**src/rtl/des_decrypt_core_if.sv**
```systemverilog
// Request/response bundle shared by the DES cores: start request, key and block in,
// plaintext and status out.
interface des_decrypt_core_if;
   logic        load;
   logic [63:0] key_in;
   logic [63:0] data_in;
   logic [63:0] data_out;
   logic        busy;
   logic        done;
   logic        key_err;

   modport master (output load, key_in, data_in, input data_out, busy, done, key_err);
   modport slave  (input load, key_in, data_in, output data_out, busy, done, key_err);
endinterface

```
**src/rtl/des_decrypt_core.sv**
```systemverilog
// Iterative DES decryption: one Feistel round per clock, subkeys derived on the fly
// from K16 down to K1 by rotating C/D right.
module des_decrypt_core #(
   parameter bit PAR_CHECK = 1'b0
) (
   input logic               clk,
   input logic               reset,
   des_decrypt_core_if.slave bus
);

   typedef enum logic {IDLE = 1'b0, ROUND = 1'b1} state_t;

   localparam logic [7:0] IP_T [64] = '{
      8'd58, 8'd50, 8'd42, 8'd34, 8'd26, 8'd18, 8'd10, 8'd2,  8'd60, 8'd52, 8'd44, 8'd36, 8'd28, 8'd20, 8'd12, 8'd4,
      8'd62, 8'd54, 8'd46, 8'd38, 8'd30, 8'd22, 8'd14, 8'd6,  8'd64, 8'd56, 8'd48, 8'd40, 8'd32, 8'd24, 8'd16, 8'd8,
      8'd57, 8'd49, 8'd41, 8'd33, 8'd25, 8'd17, 8'd9,  8'd1,  8'd59, 8'd51, 8'd43, 8'd35, 8'd27, 8'd19, 8'd11, 8'd3,
      8'd61, 8'd53, 8'd45, 8'd37, 8'd29, 8'd21, 8'd13, 8'd5,  8'd63, 8'd55, 8'd47, 8'd39, 8'd31, 8'd23, 8'd15, 8'd7};
   localparam logic [7:0] FP_T [64] = '{
      8'd40, 8'd8, 8'd48, 8'd16, 8'd56, 8'd24, 8'd64, 8'd32, 8'd39, 8'd7, 8'd47, 8'd15, 8'd55, 8'd23, 8'd63, 8'd31,
      8'd38, 8'd6, 8'd46, 8'd14, 8'd54, 8'd22, 8'd62, 8'd30, 8'd37, 8'd5, 8'd45, 8'd13, 8'd53, 8'd21, 8'd61, 8'd29,
      8'd36, 8'd4, 8'd44, 8'd12, 8'd52, 8'd20, 8'd60, 8'd28, 8'd35, 8'd3, 8'd43, 8'd11, 8'd51, 8'd19, 8'd59, 8'd27,
      8'd34, 8'd2, 8'd42, 8'd10, 8'd50, 8'd18, 8'd58, 8'd26, 8'd33, 8'd1, 8'd41, 8'd9,  8'd49, 8'd17, 8'd57, 8'd25};
   localparam logic [7:0] E_T [48] = '{
      8'd32, 8'd1,  8'd2,  8'd3,  8'd4,  8'd5,  8'd4,  8'd5,  8'd6,  8'd7,  8'd8,  8'd9,  8'd8,  8'd9,  8'd10, 8'd11,
      8'd12, 8'd13, 8'd12, 8'd13, 8'd14, 8'd15, 8'd16, 8'd17, 8'd16, 8'd17, 8'd18, 8'd19, 8'd20, 8'd21, 8'd20, 8'd21,
      8'd22, 8'd23, 8'd24, 8'd25, 8'd24, 8'd25, 8'd26, 8'd27, 8'd28, 8'd29, 8'd28, 8'd29, 8'd30, 8'd31, 8'd32, 8'd1};
   localparam logic [7:0] P_T [32] = '{
      8'd16, 8'd7, 8'd20, 8'd21, 8'd29, 8'd12, 8'd28, 8'd17, 8'd1,  8'd15, 8'd23, 8'd26, 8'd5,  8'd18, 8'd31, 8'd10,
      8'd2,  8'd8, 8'd24, 8'd14, 8'd32, 8'd27, 8'd3,  8'd9,  8'd19, 8'd13, 8'd30, 8'd6,  8'd22, 8'd11, 8'd4,  8'd25};
   localparam logic [7:0] PC1_T [56] = '{
      8'd57, 8'd49, 8'd41, 8'd33, 8'd25, 8'd17, 8'd9,  8'd1,  8'd58, 8'd50, 8'd42, 8'd34, 8'd26, 8'd18, 8'd10, 8'd2,
      8'd59, 8'd51, 8'd43, 8'd35, 8'd27, 8'd19, 8'd11, 8'd3,  8'd60, 8'd52, 8'd44, 8'd36, 8'd63, 8'd55, 8'd47, 8'd39,
      8'd31, 8'd23, 8'd15, 8'd7,  8'd62, 8'd54, 8'd46, 8'd38, 8'd30, 8'd22, 8'd14, 8'd6,  8'd61, 8'd53, 8'd45, 8'd37,
      8'd29, 8'd21, 8'd13, 8'd5,  8'd28, 8'd20, 8'd12, 8'd4};
   localparam logic [7:0] PC2_T [48] = '{
      8'd14, 8'd17, 8'd11, 8'd24, 8'd1,  8'd5,  8'd3,  8'd28, 8'd15, 8'd6,  8'd21, 8'd10, 8'd23, 8'd19, 8'd12, 8'd4,
      8'd26, 8'd8,  8'd16, 8'd7,  8'd27, 8'd20, 8'd13, 8'd2,  8'd41, 8'd52, 8'd31, 8'd37, 8'd47, 8'd55, 8'd30, 8'd40,
      8'd51, 8'd45, 8'd33, 8'd48, 8'd44, 8'd49, 8'd39, 8'd56, 8'd34, 8'd53, 8'd46, 8'd42, 8'd50, 8'd36, 8'd29, 8'd32};
   // One entry per S-box row (box*4 + row); column 0 is the most significant nibble.
   localparam logic [63:0] SBOX_T [32] = '{
      64'hE4D12FB83A6C5907, 64'h0F74E2D1A6CB9538, 64'h41E8D62BFC973A50, 64'hFC8249175B3EA06D,
      64'hF18E6B34972DC05A, 64'h3D47F28EC01A69B5, 64'h0E7BA4D158C6932F, 64'hD8A13F42B67C05E9,
      64'hA09E63F51DC7B428, 64'hD709346A285ECBF1, 64'hD6498F30B12C5AE7, 64'h1AD069874FE3B52C,
      64'h7DE3069A1285BC4F, 64'hD8B56F03472C1AE9, 64'hA690CB7DF13E5284, 64'h3F06A1D8945BC72E,
      64'h2C417AB6853FD0E9, 64'hEB2C47D150FA3986, 64'h421BAD78F9C5630E, 64'hB8C71E2D6F09A453,
      64'hC1AF92680D34E75B, 64'hAF427C9561DE0B38, 64'h9EF528C3704A1DB6, 64'h432C95FABE17608D,
      64'h4B2EF08D3C975A61, 64'hD0B7491AE35C2F86, 64'h14BDC37EAF680592, 64'h6BD814A7950FE23C,
      64'hD2846FB1A93E50C7, 64'h1FD8A374C56B0E92, 64'h7B419CE206ADF358, 64'h21E74A8DFC90356B};

   function automatic logic key_parity_ok(input logic [63:0] key);
      key_parity_ok = 1'b1;
      for (int i = 0; i < 8; i++) key_parity_ok &= ^key[8*i +: 8];
   endfunction

   function automatic logic [63:0] ip_perm(input logic [63:0] x);
      for (int k = 0; k < 64; k++) ip_perm[63-k] = x[64 - int'(IP_T[k])];
   endfunction

   function automatic logic [63:0] fp_perm(input logic [63:0] x);
      for (int k = 0; k < 64; k++) fp_perm[63-k] = x[64 - int'(FP_T[k])];
   endfunction

   function automatic logic [55:0] pc1_perm(input logic [63:0] x);
      for (int k = 0; k < 56; k++) pc1_perm[55-k] = x[64 - int'(PC1_T[k])];
   endfunction

   function automatic logic [47:0] pc2_perm(input logic [55:0] x);
      for (int k = 0; k < 48; k++) pc2_perm[47-k] = x[56 - int'(PC2_T[k])];
   endfunction

   function automatic logic [31:0] f_func(input logic [31:0] r, input logic [47:0] k);
      logic [47:0] x;
      logic [5:0]  b;
      logic [31:0] s;
      int          row;
      int          col;
      for (int n = 0; n < 48; n++) x[47-n] = r[32 - int'(E_T[n])];
      x = x ^ k;
      s = 32'h0;
      for (int j = 0; j < 8; j++) begin
         b   = x[47-6*j -: 6];
         row = int'({b[5], b[0]});
         col = int'(b[4:1]);
         s[31-4*j -: 4] = SBOX_T[j*4 + row][63-4*col -: 4];
      end
      for (int n = 0; n < 32; n++) f_func[31-n] = s[32 - int'(P_T[n])];
   endfunction

   state_t      state_r, state_s;
   logic [4:0]  cnt_r;
   logic [31:0] l_r, r_r, r_new_s;
   logic [27:0] c_r, d_r, c_rot_s, d_rot_s;
   logic [47:0] subkey_s;
   logic [63:0] data_out_r;
   logic        busy_r, done_r, key_err_r;
   logic        key_ok_s, start_s, reject_s;

   assign key_ok_s = !PAR_CHECK || key_parity_ok(bus.key_in);
   assign start_s  = (state_r == IDLE) && bus.load && key_ok_s;
   assign reject_s = (state_r == IDLE) && bus.load && !key_ok_s;

   // Next-state decode.
   always_comb begin
      state_s = state_r;
      case (state_r)
         IDLE:    if (start_s) state_s = ROUND; else state_s = IDLE;
         ROUND:   if (cnt_r == 5'd16) state_s = IDLE; else state_s = ROUND;
         default: state_s = IDLE;
      endcase
   end

   // State register.
   always_ff @(posedge clk) begin
      if (!reset) state_r <= IDLE;
      else        state_r <= state_s;
   end

   // Reverse key schedule and one Feistel round; round 1 needs no rotation since C16 == C0.
   always_comb begin
      c_rot_s = c_r;
      d_rot_s = d_r;
      case (cnt_r)
         5'd1:              begin c_rot_s = c_r; d_rot_s = d_r; end
         5'd2, 5'd9, 5'd16: begin c_rot_s = {c_r[0], c_r[27:1]};   d_rot_s = {d_r[0], d_r[27:1]};   end
         default:           begin c_rot_s = {c_r[1:0], c_r[27:2]}; d_rot_s = {d_r[1:0], d_r[27:2]}; end
      endcase
      subkey_s = pc2_perm({c_rot_s, d_rot_s});
      r_new_s  = l_r ^ f_func(r_r, subkey_s);
   end

   // Datapath and registered status outputs.
   always_ff @(posedge clk) begin
      if (!reset) begin
         cnt_r      <= 5'd0;
         l_r        <= 32'h0;
         r_r        <= 32'h0;
         c_r        <= 28'h0;
         d_r        <= 28'h0;
         data_out_r <= 64'h0;
         busy_r     <= 1'b0;
         done_r     <= 1'b0;
         key_err_r  <= 1'b0;
      end else begin
         done_r    <= 1'b0;
         key_err_r <= reject_s;
         if (start_s) begin
            {l_r, r_r} <= ip_perm(bus.data_in);
            {c_r, d_r} <= pc1_perm(bus.key_in);
            cnt_r      <= 5'd1;
            busy_r     <= 1'b1;
         end else if (state_r == ROUND) begin
            c_r <= c_rot_s;
            d_r <= d_rot_s;
            l_r <= r_r;
            r_r <= r_new_s;
            if (cnt_r == 5'd16) begin
               data_out_r <= fp_perm({r_new_s, r_r});
               done_r     <= 1'b1;
               busy_r     <= 1'b0;
               cnt_r      <= 5'd0;
            end else begin
               cnt_r <= cnt_r + 5'd1;
            end
         end else begin
            busy_r <= 1'b0;
         end
      end
   end

   assign bus.data_out = data_out_r;
   assign bus.busy     = busy_r;
   assign bus.done     = done_r;
   assign bus.key_err  = key_err_r;

endmodule

```
**src/flat_wrapper.sv**
```systemverilog
// flat-port wrapper written by rule: the top's interface ports become plain ports
module des_decrypt_core_flat 
#(
   parameter bit PAR_CHECK = 1'b0
)
  (clk, reset, bus_load, bus_key_in, bus_data_in, bus_data_out, bus_busy, bus_done, bus_key_err);
  des_decrypt_core_if bus_i ();
  input logic clk;
  input logic reset;
  input wire logic [$bits(bus_i.load)-1:0] bus_load;
  input wire logic [$bits(bus_i.key_in)-1:0] bus_key_in;
  input wire logic [$bits(bus_i.data_in)-1:0] bus_data_in;
  output wire logic [$bits(bus_i.data_out)-1:0] bus_data_out;
  output wire logic [$bits(bus_i.busy)-1:0] bus_busy;
  output wire logic [$bits(bus_i.done)-1:0] bus_done;
  output wire logic [$bits(bus_i.key_err)-1:0] bus_key_err;
  assign bus_i.load = bus_load;
  assign bus_i.key_in = bus_key_in;
  assign bus_i.data_in = bus_data_in;
  assign bus_data_out = bus_i.data_out;
  assign bus_busy = bus_i.busy;
  assign bus_done = bus_i.done;
  assign bus_key_err = bus_i.key_err;
  des_decrypt_core #(.PAR_CHECK(PAR_CHECK)) u_core (.clk(clk), .reset(reset), .bus(bus_i));
endmodule
```
**config.mk**
```make
export PLATFORM = sky130hd
export DESIGN_NAME = des_decrypt_core_flat
export DESIGN_NICKNAME = d
export VERILOG_FILES = /design/src/rtl/des_decrypt_core_if.sv /design/src/rtl/des_decrypt_core.sv /design/src/flat_wrapper.sv
export SDC_FILE = /design/constraint.sdc
export NUM_CORES = 1
export LEC_CHECK = 0
export ABC_CLOCK_PERIOD_IN_PS = 10120
export BUFFER_PORTS_ARGS = -buffer_cell sky130_fd_sc_hd__clkbuf_2
export CAP_MARGIN = 40
export CORE_MARGIN = 2
export CORE_UTILIZATION = 40
export DETAILED_ROUTE_END_ITERATION = 7
export GPL_TIMING_DRIVEN = 0
export PLACE_DENSITY = 0.69
export SLEW_MARGIN = 20
export SYNTH_ARGS = -nofsm -noshare
export SYNTH_HDL_FRONTEND = slang
export SYNTH_SLANG_ARGS = --single-unit
```
**constraint.sdc**
```tcl
create_clock -name clk -period 10.12 [get_ports clk]
set_input_delay 2.024 -clock clk [delete_from_list [all_inputs] [get_ports clk]]
set_output_delay 2.024 -clock clk [all_outputs]
set_load 0.01 [all_outputs]
```
==> qor.csv <==
metric,value,unit
syn_area,16000,sq um
first_global_vias,16900,
gp_routability_congestion,0.996,
placedCellCount,2725,
synthTopCellsByArea,"sky130_fd_sc_hd__dfxtp_1 24%, sky130_fd_sc_hd__mux2i_1 5.6%, sky130_fd_sc_hd__a211oi_1 5.3%, sky130_fd_sc_hd__nand2_1 4.6%, sky130_fd_sc_hd__a21oi_1 4.2%",
power.density_cell_area,208,nW/um^2
max-cap-violations,0,
rsz0062_at_grt,false,
status,"complete, no violations",
period_minus_slack,5.39,ns
synthesis.instances,2011,
clock_latency,0.46,ns
cts-hold-fix-buffers,0,
postPlaceCellArea,17600,sq um
synth_top_area_cell,sky130_fd_sc_hd__dfxtp_1,
post_cts_resize_count,0,
rows,73,
crit_path_start_kind,flip-flop,
end_kind,flip-flop,
io_buffers,187,
internal_power,1.94,mW
cp.buffers_inverters,4,
critical_path_required,10.41,ns
area_growth,14.2,%
dr.first_iter.drc_count,2334,
max_slew_vio_count,0,
yosysUniqueCellTypes,104,
timing.critical_path.slowest_cell_delay,0.43,ns
fin_nets,2406,
post-cts-setup-buffer-count,0,
cts_buffers,17,
globalRoute.busiestLayer,met2,
fp.dieW,204,microns
grt_antenna_before_repair,2,
die_y,204,microns
antenna-diode-count,0,
groute.usage.overall,34.1,%
tritoncts,done,
synth_flop_cell,sky130_fd_sc_hd__dfxtp_1,
timing.hold.worst.class,flip-flop to flip-flop,
drive_gt1_share,17.7,%
cts.sinks,192,
grtUsageMet1,45.3,%
htree_num_levels,4,
clock_skew,0.0198,ns
power.switching_fraction,48.7,%
data_arrival_at_the_endpoint_of_the_critical_path,5.68,ns
grt_pass1_wl,108000,microns
power_switching,1.85,mW
dieArea,41600,sq um
fin_setup_tns,0,ns
postSynthRegisterBits,192,
fillerInstances,3951,
via_count,18400,
power.static_leakage,7.13,nW
timing.setup.critical_path_class,flip-flop to flip-flop,
critical_path_peak_fanout,10,
ant_nets,0,
relSlewSlack,34.4,%
seq_total_area_yosys,24.0,%
cts.path.max_buffers,2,
post-route-period-util,53.2,%
area_of_the_multi_input_gates,11200,sq um
max-vdd-ir-drop,0.000133,V
area.sequential,3840,sq um
summed_area_of_non_filler_cells_in_the_final_layout,18200,sq um
core_area,39500,sq um
synth_top_cell_area_share,24.0,%
clkSlewWorstSetupHoldPaths,0.08,ns
cp_cell_sequence,inv_1 > ha_1 > nor2b_1 > o21ai_2 > buf_2 > buf_2 > a32oi_1 > and3_1 > nor2_2 > inv_1 > ha_1 > nor2_1 > o21ai_0 > and3_1 > a221oi_1 > a32oi_1 > xnor2_1 > a21oi_1,
power_frac_clock,19.2,%
drt_first_pass_iters,6,
synthesis.area_per_instance,7.95,sq um
drt-total-wl,73100,microns
final-instance-count-excl-fill,2760,
synth_edf_count,0,
detailed_place_hpwl,56200,microns
use_met2,50.4,%
detailed_route_drc_error_count,0,
mapped_nets,2195,
sequentialPowerShare,23.9,%
finalSetupViolations,0,
cts_root_buffer,sky130_fd_sc_hd__clkbuf_16,
setup.reg_to_reg.worst_slack,4.73,ns
worst_slew_pin_slew,0.984,ns
yosysWarnings,0,
wire_per_inst,26.5,microns
io_pins,198,
grt_max_degree,21,
final_core_utilization,46.1,%
p_comb_share,56.9,%
grt_overflow,0,
global_routing_met3_resource_utilization,7.78,%
timing.critical_path.max_delay_family,compound AO/OA/AOI/OAI gates,
cp_slowest_cell,sky130_fd_sc_hd__dfxtp_1,
average_via_count_per_standard_cell,6.68,
finalHoldViolCount,0,
initial_core_util,40.4,%
fmax,0.186,GHz
synthArstFlopShare,0,%
-- registers in the layout, summed over array words and instances (netlist names) --
name / count
u_core.d_r: 28
u_core.c_r: 28
u_core.state_r: 1
u_core.bus.busy: 1
u_core.bus.done: 1
u_core.l_r: 32
u_core.cnt_r: 5
u_core.r_r: 32
u_core.bus.data_out: 64
-- final timing paths --
path                                              start                 endpoint  depth (start not counted)
worst max-delay path                    u_core.cnt_r[0]            u_core.r_r[7]                         18
worst min-delay path            u_core.bus.data_out[41]  u_core.bus.data_out[41]                          2
worst min register to register  u_core.bus.data_out[41]  u_core.bus.data_out[41]                          2
worst max register to register          u_core.cnt_r[0]            u_core.r_r[7]                         18
-- cell families (layout without fill, tap and decap cells) --
logic type | after synthesis | count (layout) | synth area share [%]
AO/OA/AOI/OAI | 724 | 724 | 32.6
AND/OR/NAND/NOR | 628 | 628 | 19.3
buffers and inverters | 211 | 435 | 5.75
flip-flops | 192 | 192 | 24.0
multiplexers | 128 | 128 | 9.39
XOR/XNOR | 73 | 73 | 4.69
adder cells (fa/ha/maj) | 54 | 54 | 4.21
other | 1 | 1 | 0.0235
-- power groups by stage --
stage / combinational [mW] / sequential, mW / clock [mW]
2_1_floorplan: 1.46 / 0.872 / 0
3_3_place_gp: 2.05 / 0.915 / 0
3_5_place_dp: 2.06 / 0.916 / 0
4_1_cts: 2.07 / 0.899 / 0.715
5_1_grt: 2.29 / 0.908 / 0.745
6_report: 2.15 / 0.907 / 0.727
-- layer usage --
metal	share of wire [%]	routed length (microns)
met5	0.019	14
met2	42	30500
met1	39	28700
met4	7.2	5260
met3	12	8610
-- placed cells by master (no fill, tap or decap), types with 52 or more instances in the layout --
master and n:
sky130_fd_sc_hd__ha_1 53, sky130_fd_sc_hd__dfxtp_1 192, sky130_fd_sc_hd__clkbuf_2 187, sky130_fd_sc_hd__nor3_1 52
sky130_fd_sc_hd__a21oi_1 133, sky130_fd_sc_hd__nor2_1 141, sky130_fd_sc_hd__mux2i_1 90, sky130_fd_sc_hd__clkbuf_1 96
sky130_fd_sc_hd__nand2_1 194, sky130_fd_sc_hd__a211oi_1 113, sky130_fd_sc_hd__o21ai_0 111
-- synthesized netlist by cell type, types with 12 or more instances --
cell	n
sky130_fd_sc_hd__nand2_1	194
sky130_fd_sc_hd__mux2_2	22
sky130_fd_sc_hd__and3_1	23
sky130_fd_sc_hd__a32oi_1	20
sky130_fd_sc_hd__a211oi_1	113
sky130_fd_sc_hd__o21ai_1	24
sky130_fd_sc_hd__dfxtp_1	192
sky130_fd_sc_hd__a31oi_1	21
sky130_fd_sc_hd__mux2i_1	90
sky130_fd_sc_hd__xnor2_1	38
sky130_fd_sc_hd__a22oi_1	16
sky130_fd_sc_hd__ha_1	53
sky130_fd_sc_hd__nor2_1	141
sky130_fd_sc_hd__o21ai_0	111
sky130_fd_sc_hd__a311oi_1	20
sky130_fd_sc_hd__a21oi_1	133
sky130_fd_sc_hd__or3_1	37
sky130_fd_sc_hd__buf_1	14
sky130_fd_sc_hd__mux4_2	15
sky130_fd_sc_hd__xor2_1	22
sky130_fd_sc_hd__o22ai_1	12
sky130_fd_sc_hd__nand4_1	19
sky130_fd_sc_hd__o211ai_1	41
sky130_fd_sc_hd__nor3_1	52
sky130_fd_sc_hd__and2_1	31
sky130_fd_sc_hd__nor2b_1	27
sky130_fd_sc_hd__inv_1	36
sky130_fd_sc_hd__buf_2	39
sky130_fd_sc_hd__a22o_1	20
sky130_fd_sc_hd__clkbuf_1	96
sky130_fd_sc_hd__nand3_1	48
sky130_fd_sc_hd__o2111ai_1	13
sky130_fd_sc_hd__a32o_1	15
-- through the flow --
stage / hold slack (ns) / setup WS [ns] / power (mW)
global route: 0.478 / 4.55 / 3.94
global placement: 0.446 / 5.02 / 2.96
CTS: 0.460 / 4.96 / 3.69
detailed placement: 0.450 / 5.01 / 2.98
floorplan: 0.432 / 6.26 / 2.33
finish: 0.462 / 4.73 / 3.79
-- worst reg2reg max path, stage by stage, from the launching register on --
cell and delay, ns:
sky130_fd_sc_hd__dfxtp_1 0.43, sky130_fd_sc_hd__inv_1 0.09, sky130_fd_sc_hd__ha_1 0.23, sky130_fd_sc_hd__nor2b_1 0.15, sky130_fd_sc_hd__o21ai_2 0.43, sky130_fd_sc_hd__buf_2 0.38
sky130_fd_sc_hd__buf_2 0.34, sky130_fd_sc_hd__a32oi_1 0.28, sky130_fd_sc_hd__and3_1 0.34, sky130_fd_sc_hd__nor2_2 0.42, sky130_fd_sc_hd__inv_1 0.28, sky130_fd_sc_hd__ha_1 0.31
sky130_fd_sc_hd__nor2_1 0.25, sky130_fd_sc_hd__o21ai_0 0.22, sky130_fd_sc_hd__and3_1 0.23, sky130_fd_sc_hd__a221oi_1 0.28, sky130_fd_sc_hd__a32oi_1 0.17, sky130_fd_sc_hd__xnor2_1 0.27
sky130_fd_sc_hd__a21oi_1 0.12
-- cell type report --
| class | count | share of cell area, % |
|---|---|---|
| sequential | 192 | 21.1 |
| buffer | 165 | 4.09 |
| tap | 525 | 3.60 |
| clock inverter | 14 | 1.01 |
| timing repair buffer | 192 | 5.40 |
| multi-input combinational | 1608 | 61.5 |
| inverter | 46 | 0.946 |
| clock buffer | 18 | 2.41 |
No activity file was read; power rests on OpenSTA's default activity.
